`src/rtl/draw_bus_plot_fifo.sv`:
```
// draw_bus_plot_fifo: buffers draw-bus beats, converts colour, drains them to the VGA plot handshake.
// Optional PIXEL_CLIP_EN: discards off-screen beats before the FIFO and counts them as drops.
module draw_bus_plot_fifo #(
   parameter int DEPTH       = 16,
   parameter int COLOUR_BITS = 9,
   parameter int SCREEN_W    = 160,
   parameter int SCREEN_H    = 120
) (
   input  logic                      clk,
   input  logic                      reset,
   input  logic [7:0]                bus_x,
   input  logic [7:0]                bus_y,
   input  logic [23:0]               bus_rgb,
   input  logic                      bus_draw_enable,
   input  logic                      clear_flags,
   output logic [7:0]                plot_x,
   output logic [7:0]                plot_y,
   output logic [COLOUR_BITS-1:0]    plot_colour,
   output logic                      plot_valid,
   input  logic                      plot_ready,
   output logic [$clog2(DEPTH):0]    fill_level,
   output logic                      overflow,
   output logic [7:0]                drop_count
);
   localparam int AW = $clog2(DEPTH);
   localparam int LW = AW + 1;
   localparam int K  = COLOUR_BITS / 3;
   logic [7:0]             mem_x [DEPTH];
   logic [7:0]             mem_y [DEPTH];
   logic [COLOUR_BITS-1:0] mem_c [DEPTH];
   logic [AW-1:0] wr_ptr_q, wr_ptr_d, rd_ptr_q, rd_ptr_d;
   logic [LW-1:0] fill_q, fill_d;
   logic          overflow_q, overflow_d;
   logic [7:0]    drop_q, drop_d;
   logic          beat, clipped, accept, full, empty, push, pop, drop_ovf, drop;
   logic [COLOUR_BITS-1:0] colour;
   logic          unused_rgb_bits;
   assign unused_rgb_bits = ^bus_rgb;
`ifdef PIXEL_CLIP_EN
   localparam logic [8:0] SW = 9'(SCREEN_W);
   localparam logic [8:0] SH = 9'(SCREEN_H);
   assign clipped = beat && ({1'b0, bus_x} >= SW || {1'b0, bus_y} >= SH);
`else
   localparam int unused_geom = SCREEN_W + SCREEN_H;
   assign clipped = 1'b0;
`endif
   always_comb begin
      beat       = bus_draw_enable == 1'b1;
      accept     = beat && !clipped;
      full       = fill_q == LW'(DEPTH);
      empty      = fill_q == '0;
      pop        = !empty && plot_ready;
      push       = accept && (!full || pop);
      drop_ovf   = accept && full && !pop;
      drop       = drop_ovf || clipped;
      colour     = {bus_rgb[23 -: K], bus_rgb[15 -: K], bus_rgb[7 -: K]};
      wr_ptr_d   = push ? wr_ptr_q + 1'b1 : wr_ptr_q;
      rd_ptr_d   = pop ? rd_ptr_q + 1'b1 : rd_ptr_q;
      fill_d     = fill_q + LW'(push) - LW'(pop);
      overflow_d = clear_flags ? 1'b0 : overflow_q || drop_ovf;
      drop_d     = clear_flags ? 8'd0 : (drop && drop_q != 8'hFF) ? drop_q + 8'd1 : drop_q;
   end
   always_ff @(posedge clk) begin
      if (reset) begin
         wr_ptr_q   <= '0;
         rd_ptr_q   <= '0;
         fill_q     <= '0;
         overflow_q <= 1'b0;
         drop_q     <= '0;
      end else begin
         wr_ptr_q   <= wr_ptr_d;
         rd_ptr_q   <= rd_ptr_d;
         fill_q     <= fill_d;
         overflow_q <= overflow_d;
         drop_q     <= drop_d;
      end
   end
   // Storage needs no reset: outputs are masked while the FIFO is empty.
   always_ff @(posedge clk) begin
      if (!reset && push) begin
         mem_x[wr_ptr_q] <= bus_x;
         mem_y[wr_ptr_q] <= bus_y;
         mem_c[wr_ptr_q] <= colour;
      end
   end
   always_comb begin
      plot_valid  = !empty;
      plot_x      = empty ? 8'd0 : mem_x[rd_ptr_q];
      plot_y      = empty ? 8'd0 : mem_y[rd_ptr_q];
      plot_colour = empty ? '0 : mem_c[rd_ptr_q];
      fill_level  = fill_q;
      overflow    = overflow_q;
      drop_count  = drop_q;
   end
endmodule

```
`config.mk`:
```
export PLATFORM = sky130hd
export DESIGN_NAME = draw_bus_plot_fifo
export DESIGN_NICKNAME = d
export VERILOG_FILES = /design/src/rtl/draw_bus_plot_fifo.sv
export SDC_FILE = /design/constraint.sdc
export NUM_CORES = 1
export LEC_CHECK = 0
export BUFFER_PORTS_ARGS = -buffer_cell sky130_fd_sc_hd__buf_4
export CAP_MARGIN = 20
export CORE_AREA = 2 2 239 241
export DETAILED_ROUTE_END_ITERATION = 10
export DIE_AREA = 0 0 241 243
export SETUP_SLACK_MARGIN = 0.15
export SYNTH_ARGS = -nofsm -noshare
export SYNTH_HDL_FRONTEND = slang
export SYNTH_SLANG_ARGS = --single-unit
export TNS_END_PERCENT = 50
```
`constraint.sdc`:
```
create_clock -name clk -period 3.7 [get_ports clk]
set_clock_uncertainty 0.05 [all_clocks]
set_input_delay 0.74 -clock clk [delete_from_list [all_inputs] [get_ports clk]]
set_output_delay 0.74 -clock clk [all_outputs]
set_load 0.02 [all_outputs]
```
==> results of run 1 <==
cell type report:
cell class	count	area (um2)	area share
inverter	12	45.0	0.00229
tap	756	946	0.0481
sequential	426	12500	0.638
clock buffer	61	1170	0.0598
timing repair buffer	103	890	0.0452
multi-input combinational	329	3920	0.199
clock inverter	16	144	0.00732
per-stage QoR:
| stage | cell area [um2] | setup WS, ns |
|---|---|---|
| after global routing | 19700 | 0.139 |
| final | 19700 | 0.279 |
| after global placement | 18300 | 0.782 |
| after detailed placement | 18300 | 0.727 |
| after CTS | 19700 | 0.207 |
| after floorplan | 16600 | 0.0275 |
per-layer routing:
metal	vias to the layer above	global-route usage	wire length [um]
met2	219	0.193	16800
li1	3558	-	-
met4	4	0.0276	563
met5	-	0	27
met3	49	0.0243	2050
met1	4379	0.181	16700
sequential cells by signal, summed over array words and instances, names as in the netlist, named ones only:
name / flops
mem_c: 144
mem_x: 128
mem_y: 128
drop_count: 8
fill_level: 5
rd_ptr_q: 4
wr_ptr_q: 4
overflow: 1
critical path: cells and delay by family (launching register included):
kind	cells	cell delay [ns]
multiplexers	2	0.71
buffers and inverters	2	0.61
AO/OA/AOI/OAI	1	0.20
flip-flops	1	0.55
layout by cell type, fill, tap and decap left out, drive strengths merged, types with 11 or more instances in the layout:
cell,n
clkbuf,61
mux2i,27
edfxtp,400
o211ai,26
mux4,100
inv,14
nor2,29
nand2,11
nand3,59
ha,12
buf,103
dfxtp,26
clkinv,11
path summary, 6_finish.rpt:
kind                                       to  slack [ns]  cells after the start     startpoint
worst max-delay path                plot_x[0]        0.28                      5      flip-flop
worst min-delay path            drop_count[7]        0.42                      3    clear_flags
worst max register to register  fill_level[4]        0.82                     14  fill_level[3]
worst min register to register       overflow        0.44                      2       overflow
cell families after synthesis:
group                      count (synthesis)  synth area share
xor gates and xnor gates                   8           0.00422
and+or+nand+nor                          135            0.0428
adders and majority gates                 13            0.0102
muxes                                    127             0.152
AOI/OAI and AO/OA                         46            0.0193
DFF                                      426             0.754
buffers and inverters                     57            0.0175
report_power, final:
group	total, mW	internal [mW]	switching [mW]	leakage (nW)
Combinational	2.73	1.23	1.50	1.57
Sequential	5.52	5.38	0.142	3.82
Clock	4.11	2.36	1.75	0.638
==> run_results.csv, run 1 <==
group,metric,value,unit
status,status,"finished clean",
sta,hold_violations,0,
cts,cts_buffer_depth,3,
cts,clk_latency,0.55,ns
pwr,irDropWorstVdd,0.381,mV
cts,postCtsHoldBufs,0,
synthesis,synth_edf_count,400,
cells_and_area,final_nets,974,
global_routing,grt_max_degree,55,
pwr,power.leakage,6.02,nW
die,rows,87,
setup_path,crit_chain,"buf_4 -> mux4_2 -> mux2i_1 -> o211ai_1 -> buf_4",
placement,place_congestion,0.719,
die,fp.dieH,243,um
cells_and_area,fin_util,0.351,
synthesis,synthCells,812,
cts,tritoncts,"built",
die,fp.dieW,241,um
synthesis,ys_top_cells_by_count,"400 x edfxtp_1, 100 x mux4_2, 59 x nand3_1",
setup_path,critPathLaunchType,"flip-flop",
detailed_routing,postRouteAntennaNets,0,
detailed_routing,wl,36100,um
global_routing,grt_overflow_total,0,
placement,place_hpwl,20300,um
sta,setup_violations,0,
sta,setup_tns,0,ns
synthesis,yosys-top-cells-area,"edfxtp_1 72%, mux4_2 14%, dfxtp_1 3.1%",
setup_path,crit_fanout,17,
detailed_routing,drt_first_pass_iters,5,
setup_path,slowest_delay,0.55,ns
global_routing,antenna_found_initial,2,
placement,port_buffers,69,
synthesis,yosys_warnings,0,
synthesis,synthArstFlopShare,0,
die,fp.dieArea,58600,um2
synthesis,ys_seq_area_frac,0.754,
cells_and_area,synthToLayoutAreaGrowth,18.3,%
cts,clk_root_buffer_cell,"clkbuf_16",
setup_path,cp-end-kind,"output port",
setup_path,cp.arrival,2.63,ns
synthesis,yosysTopAreaCell,"edfxtp_1",
synthesis,synth_top_area_share,0.723,
setup_path,cpMostUsedCell,"buf_4",
cts,clk_pin_slew,0.06,ns
synthesis,yosys_register_bits,426,
sta,worst_pin_slew,0.587,ns
detailed_routing,avgViaCountPerCell,4.82,
sta,drv_slew,0,
synthesis,synth_fp_nets,870,
detailed_routing,num_vias,8209,
sta,fmax,292,MHz
setup_path,slowest_stage,"dfxtp_4",
pwr,p_total,12.4,mW
global_routing,grt_pass1_vias,8511,
global_routing,track_usage,0.124,
die,core_area,56000,um2
synthesis,post_synth.cell_area_avg,20.5,um2
sta,slew_headroom,0.608,
min_path,worstHoldPathType,"in -> reg",
cts,cts_buffers,44,
synthesis,syn_area,16600,um2
detailed_routing,drtIter0Drc,514,
job,max-cap-violations,0,
synthesis,netlist-cell-type-count,47,
detailed_routing,drcViolationCount,0,
pwr,p_per_area,628,nW/um2
setup_path,worstSetupPathType,"reg -> out",
sta,finalCritPeriodShare,0.925,
detailed_routing,wl_per_cell,21.2,um
cells_and_area,stdcell_count,1703,
setup_path,required,2.91,ns
synthesis,yosysMostFrequentCell,"edfxtp_1",
sta,rsz0062_at_grt,"yes",
cts,post-cts-setup-buffer-count,0,
cts,cts_resized,0,
sta,min_period,3.42,ns
cells_and_area,drive_above_1_share,0.302,
sta,hold_slack,0.425,ns
die,start_util,0.297,
global_routing,grt_first_pass_wirelength,54000,um
cts,h-tree-depth,2,
cts,numClockSinks,426,
cells_and_area,num_antenna_cells,0,
synthesis,ys.flop_type,"edfxtp_1",
die,io_pins,85,
cells_and_area,fill_cells,5266,
placement,dp_cells,1626,
Power figures use the tool's default switching activity.
==> run 2: changes to the inputs <==
==> constraint.sdc (replaced) <==
create_clock -name clk -period 4.1 [get_ports clk]
set_clock_uncertainty 0.05 [all_clocks]
set_input_delay 0.82 -clock clk [delete_from_list [all_inputs] [get_ports clk]]
set_output_delay 0.82 -clock clk [all_outputs]
set_load 0.02 [all_outputs]
==> run_results.csv, run 2 (synthesized netlist as in run 1, its figures left out) <==
group,metric,value,unit
cts,cts_resized,0,
global_routing,grt_max_degree,41,
sta,slew_headroom,0.580,
die,io_pins,85,
setup_path,worstSetupPathType,"reg -> out",
cts,clk_pin_slew,0.06,ns
cts,clk_root_buffer_cell,"clkbuf_16",
sta,finalCritPeriodShare,0.911,
job,max-cap-violations,0,
die,fp.dieW,241,um
setup_path,critPathLaunchType,"flip-flop",
cells_and_area,synthToLayoutAreaGrowth,17.7,%
sta,setup_violations,0,
die,start_util,0.297,
cells_and_area,layout_common_cells,"400 x edfxtp_1, 100 x mux4_2, 91 x buf_4, 59 x nand3_1, 43 x clkbuf_16",
global_routing,grt_first_pass_wirelength,53300,um
cts,tritoncts,"built",
die,fp.dieH,243,um
global_routing,track_usage,0.122,
sta,setup_tns,0,ns
pwr,irDropWorstVdd,0.280,mV
die,core_area,56000,um2
setup_path,crit_fanout,25,
cts,clk_latency,0.53,ns
setup_path,worst-path-buf-inv,3,
cts,h-tree-depth,2,
cts,numClockSinks,426,
cells_and_area,stdcell_count,1698,
setup_path,cp-end-kind,"output port",
detailed_routing,drcViolationCount,0,
sta,min_period,3.73,ns
detailed_routing,drtIter0Drc,679,
detailed_routing,postRouteAntennaNets,0,
setup_path,cpLargestDelayFamily,"simple AND/OR/NAND/NOR gates",
cts,post-cts-setup-buffer-count,0,
placement,dp_cells,1622,
die,rows,87,
status,status,"finished clean",
cts,cts_buffer_depth,3,
sta,rsz0062_at_grt,"no",
setup_path,cpMostUsedCell,"buf_4",
die,fp.dieArea,58600,um2
setup_path,slowest_delay,0.66,ns
cts,cts_buffers,42,
setup_path,crit_chain,"inv_1 -> ha_1 -> or4b_4 -> nand2b_1 -> buf_4 -> o211ai_1 -> buf_4",
cells_and_area,reg_top3,"mem_c x144, mem_x x128, mem_y x128",
pwr,power.leakage,5.99,nW
placement,place_hpwl,20500,um
sta,drv_slew,0,
detailed_routing,wl_per_cell,21.0,um
cells_and_area,largest_reg_flops,144,
detailed_routing,drt_first_pass_iters,4,
cells_and_area,num_antenna_cells,0,
placement,port_buffers,69,
detailed_routing,num_vias,8131,
cts,postCtsHoldBufs,0,
sta,worst_pin_slew,0.630,ns
cells_and_area,largest_register,"mem_c",
sta,fmax,268,MHz
placement,place_congestion,0.732,
cells_and_area,final_nets,968,
global_routing,antenna_found_initial,1,
detailed_routing,avgViaCountPerCell,4.79,
detailed_routing,wl,35700,um
pwr,p_per_area,565,nW/um2
global_routing,grt_overflow_total,0,
cells_and_area,fill_cells,5255,
sta,hold_violations,0,
cells_and_area,drive_above_1_share,0.298,
cells_and_area,layout_commonest_cell,"edfxtp_1",
setup_path,slowest_stage,"or4b_4",
min_path,worstHoldPathType,"reg -> reg",
global_routing,grt_pass1_vias,8403,
setup_path,required,3.23,ns
setup_path,cp.arrival,2.86,ns
-- run 2: path summary, 6_finish.rpt --
check        slack (ns)  cells after the start            end           from
min                0.44                      2       overflow       overflow
max reg2reg        1.01                     14  fill_level[4]  fill_level[3]
max                0.37                      7      plot_x[7]  fill_level[3]
min reg2reg        0.44                      2       overflow       overflow
-- run 2: worst min-delay path: stages (launching register included) --
cell	delay (ns)
dfxtp_1	0.33
nor2_1	0.05
nor2_1	0.07
-- run 2: power by group --
group	switching [mW]	internal, mW	total (mW)	leakage, nW
combinational	1.35	1.09	2.44	1.55
sequential	0.139	4.85	4.99	3.82
clock	1.56	2.05	3.61	0.620
total	3.05	7.99	11.0	5.99
-- run 2: through the flow --
| step | hold slack (ns) | util | instance area (um2) | total power, mW | setup slack, ns |
|---|---|---|---|---|---|
| detailed placement | 0.419 | 0.327 | 18300 | 7.57 | 0.935 |
| global route | 0.479 | 0.349 | 19600 | 11.5 | 0.232 |
| finish | 0.441 | 0.349 | 19600 | 11.0 | 0.367 |
| global placement | 0.422 | 0.327 | 18300 | 7.55 | 0.941 |
| CTS | 0.447 | 0.349 | 19600 | 11.2 | 0.350 |
| floorplan | 0.413 | - | 16600 | 6.71 | 0.397 |
-- run 2: routing by layer --
metal,share of wire,GRT usage,vias to the layer above
met5,0.00022,0,-
li1,-,-,3554
met3,0.059,0.0256,39
met4,0.014,0.0252,2
met2,0.47,0.188,222
met1,0.46,0.178,4314
-- run 2: final cells by class --
cell class / count / area [um2] / share of cell area
clock buffers: 55 / 1120 / 0.0573
clock inverters: 21 / 149 / 0.00762
inverters: 12 / 45.0 / 0.00230
multi-input cells: 329 / 3910 / 0.200
flip-flops and latches: 426 / 12500 / 0.641
well taps: 756 / 946 / 0.0484
repair buffers: 99 / 843 / 0.0431
==> run 3: changes to the inputs <==
--- a/config.mk
+++ b/config.mk
@@ -7,9 +7,10 @@
 export LEC_CHECK = 0
 export BUFFER_PORTS_ARGS = -buffer_cell sky130_fd_sc_hd__buf_4
 export CAP_MARGIN = 20
-export CORE_AREA = 2 2 239 241
+export CORE_AREA = 2 2 186 188
 export DETAILED_ROUTE_END_ITERATION = 10
-export DIE_AREA = 0 0 241 243
+export DIE_AREA = 0 0 188 190
+export PLACE_DENSITY = 0.66
 export SETUP_SLACK_MARGIN = 0.15
 export SYNTH_ARGS = -nofsm -noshare
 export SYNTH_HDL_FRONTEND = slang
==> run_results.csv, run 3 (synthesized netlist as in run 1, its figures left out) <==
group,metric,value,unit
detailed_routing,drt_first_pass_iters,5,
setup_path,worstSetupPathType,"reg -> out",
pwr,p_total,11.1,mW
min_path,worstHoldPathType,"reg -> reg",
setup_path,slowest_delay,0.66,ns
setup_path,slowest_stage,"or4b_4",
setup_path,required,3.23,ns
pwr,clockPowerShare,0.333,
global_routing,grt_max_degree,44,
detailed_routing,wl_per_cell,24.4,um
cts,clk_root_buffer_cell,"clkbuf_16",
pwr,p_int,8.10,mW
die,start_util,0.490,
sta,hold_violations,0,
placement,place_hpwl,18800,um
setup_path,crit_chain,"inv_1 -> ha_1 -> or4b_4 -> nand2b_1 -> buf_4 -> o211ai_1 -> buf_4",
die,fp.dieArea,35700,um2
cells_and_area,largest_register,"mem_c",
setup_path,crit_fanout,24,
die,io_pins,85,
pwr,p_sw_frac,0.271,
sta,rsz0062_at_grt,"no",
setup_path,critPathLaunchType,"flip-flop",
sta,slew_headroom,0.542,
pwr,p_comb_frac,0.221,
placement,port_buffers,69,
cts,h-tree-depth,2,
sta,drv_slew,0,
pwr,irDropWorstVdd,0.365,mV
pwr,power.leakage,6.04,nW
detailed_routing,num_vias,8102,
cells_and_area,num_antenna_cells,0,
cells_and_area,reg_top3,"mem_c x144, mem_x x128, mem_y x128",
setup_path,cpMostUsedCell,"buf_4",
cts,numClockSinks,426,
die,fp.dieH,190,um
pwr,sequentialPowerShare,0.446,
global_routing,antenna_found_initial,0,
die,fp.dieW,188,um
detailed_routing,postRouteAntennaNets,0,
cells_and_area,largest_reg_flops,144,
sta,hold_slack,0.444,ns
cts,cts_buffers,45,
detailed_routing,wl,34200,um
sta,finalCritPeriodShare,0.890,
cts,clk_latency,0.53,ns
cells_and_area,layout_common_cells,"400 x edfxtp_1, 100 x mux4_2, 90 x buf_4, 59 x nand3_1, 45 x clkbuf_16",
die,rows,68,
pwr,power_switching,3.01,mW
sta,setup_tns,0,ns
cts,clk_pin_slew,0.06,ns
setup_path,cp.arrival,2.78,ns
cells_and_area,layout_commonest_cell,"edfxtp_1",
placement,place_congestion,0.735,
sta,fmax,274,MHz
global_routing,grt_first_pass_wirelength,52200,um
global_routing,track_usage,0.197,
cells_and_area,final_nets,974,
cts,tritoncts,"built",
cts,cts_buffer_depth,3,
cells_and_area,drive_above_1_share,0.303,
setup_path,cp-end-kind,"output port",
setup_path,worst-path-buf-inv,3,
pwr,p_per_area,575,nW/um2
sta,setup_violations,0,
detailed_routing,drcViolationCount,0,
cts,post-cts-setup-buffer-count,0,
detailed_routing,avgViaCountPerCell,5.77,
sta,worst_pin_slew,0.684,ns
cts,postCtsHoldBufs,0,
setup_path,cpLargestDelayFamily,"simple AND/OR/NAND/NOR gates",
sta,min_period,3.65,ns
cells_and_area,synthToLayoutAreaGrowth,16.2,%
die,core_area,33900,um2
global_routing,grt_pass1_vias,8387,
detailed_routing,drtIter0Drc,577,
job,max-cap-violations,0,
status,status,"finished clean",
cts,cts_resized,0,
global_routing,grt_overflow_total,0,
-- run 3: changes by cell type in the layout (fill, tap and decap cells not counted), sizes merged --
cell,delta
clkinvlp,+3
buf,+3
clkinv,-1
inv,+1
-- run 3: final timing paths --
kind                            slack (ns)     startpoint  depth (start not counted)            end
worst max-delay path                  0.45  fill_level[3]                          7      plot_x[1]
worst min-delay path                  0.44       overflow                          2       overflow
worst max register to register        1.00  fill_level[3]                         14  fill_level[4]
worst min register to register        0.44       overflow                          2       overflow
-- run 3: worst min-delay path: stages, from the launching register on --
cell and delay (ns):
dfxtp_1 0.31, nor2_1 0.09, nor2_1 0.05
-- run 3: final cells by class --
class,count,area [um2]
fill,2518,14600
timing repair buffer,102,916
sequential,426,12500
multi-input combinational,329,3910
inverter,12,45.0
clock inverter,24,173
tap,455,569
clock buffer,55,1160
-- run 3: layer usage --
| layer | up-vias | part of all wire | GRT usage |
|---|---|---|---|
| met3 | 53 | 0.047 | 0.0266 |
| met5 | - | 0 | 0 |
| met4 | 0 | 0.021 | 0.0509 |
| met2 | 227 | 0.50 | 0.334 |
| met1 | 4268 | 0.43 | 0.273 |
| li1 | 3554 | - | - |
-- run 3: through the flow --
stage	area, um2	setup slack (ns)	util	std cells
after global placement	18000	0.971	0.530	1324
after CTS	19300	0.452	0.569	1403
after floorplan	16600	0.397	-	812
final	19300	0.450	0.569	1403
after detailed placement	18000	0.968	0.530	1324
after global routing	19300	0.342	0.569	1403
-- run 3: power groups by stage --
stage,Combinational (mW),Sequential (mW),Clock (mW)
2_1_floorplan,1.70,5.02,0
3_3_place_gp,2.48,5.04,0
3_5_place_dp,2.48,5.05,0
4_1_cts,2.50,4.96,3.78
5_1_grt,2.64,4.97,3.95
6_report,2.45,4.95,3.69
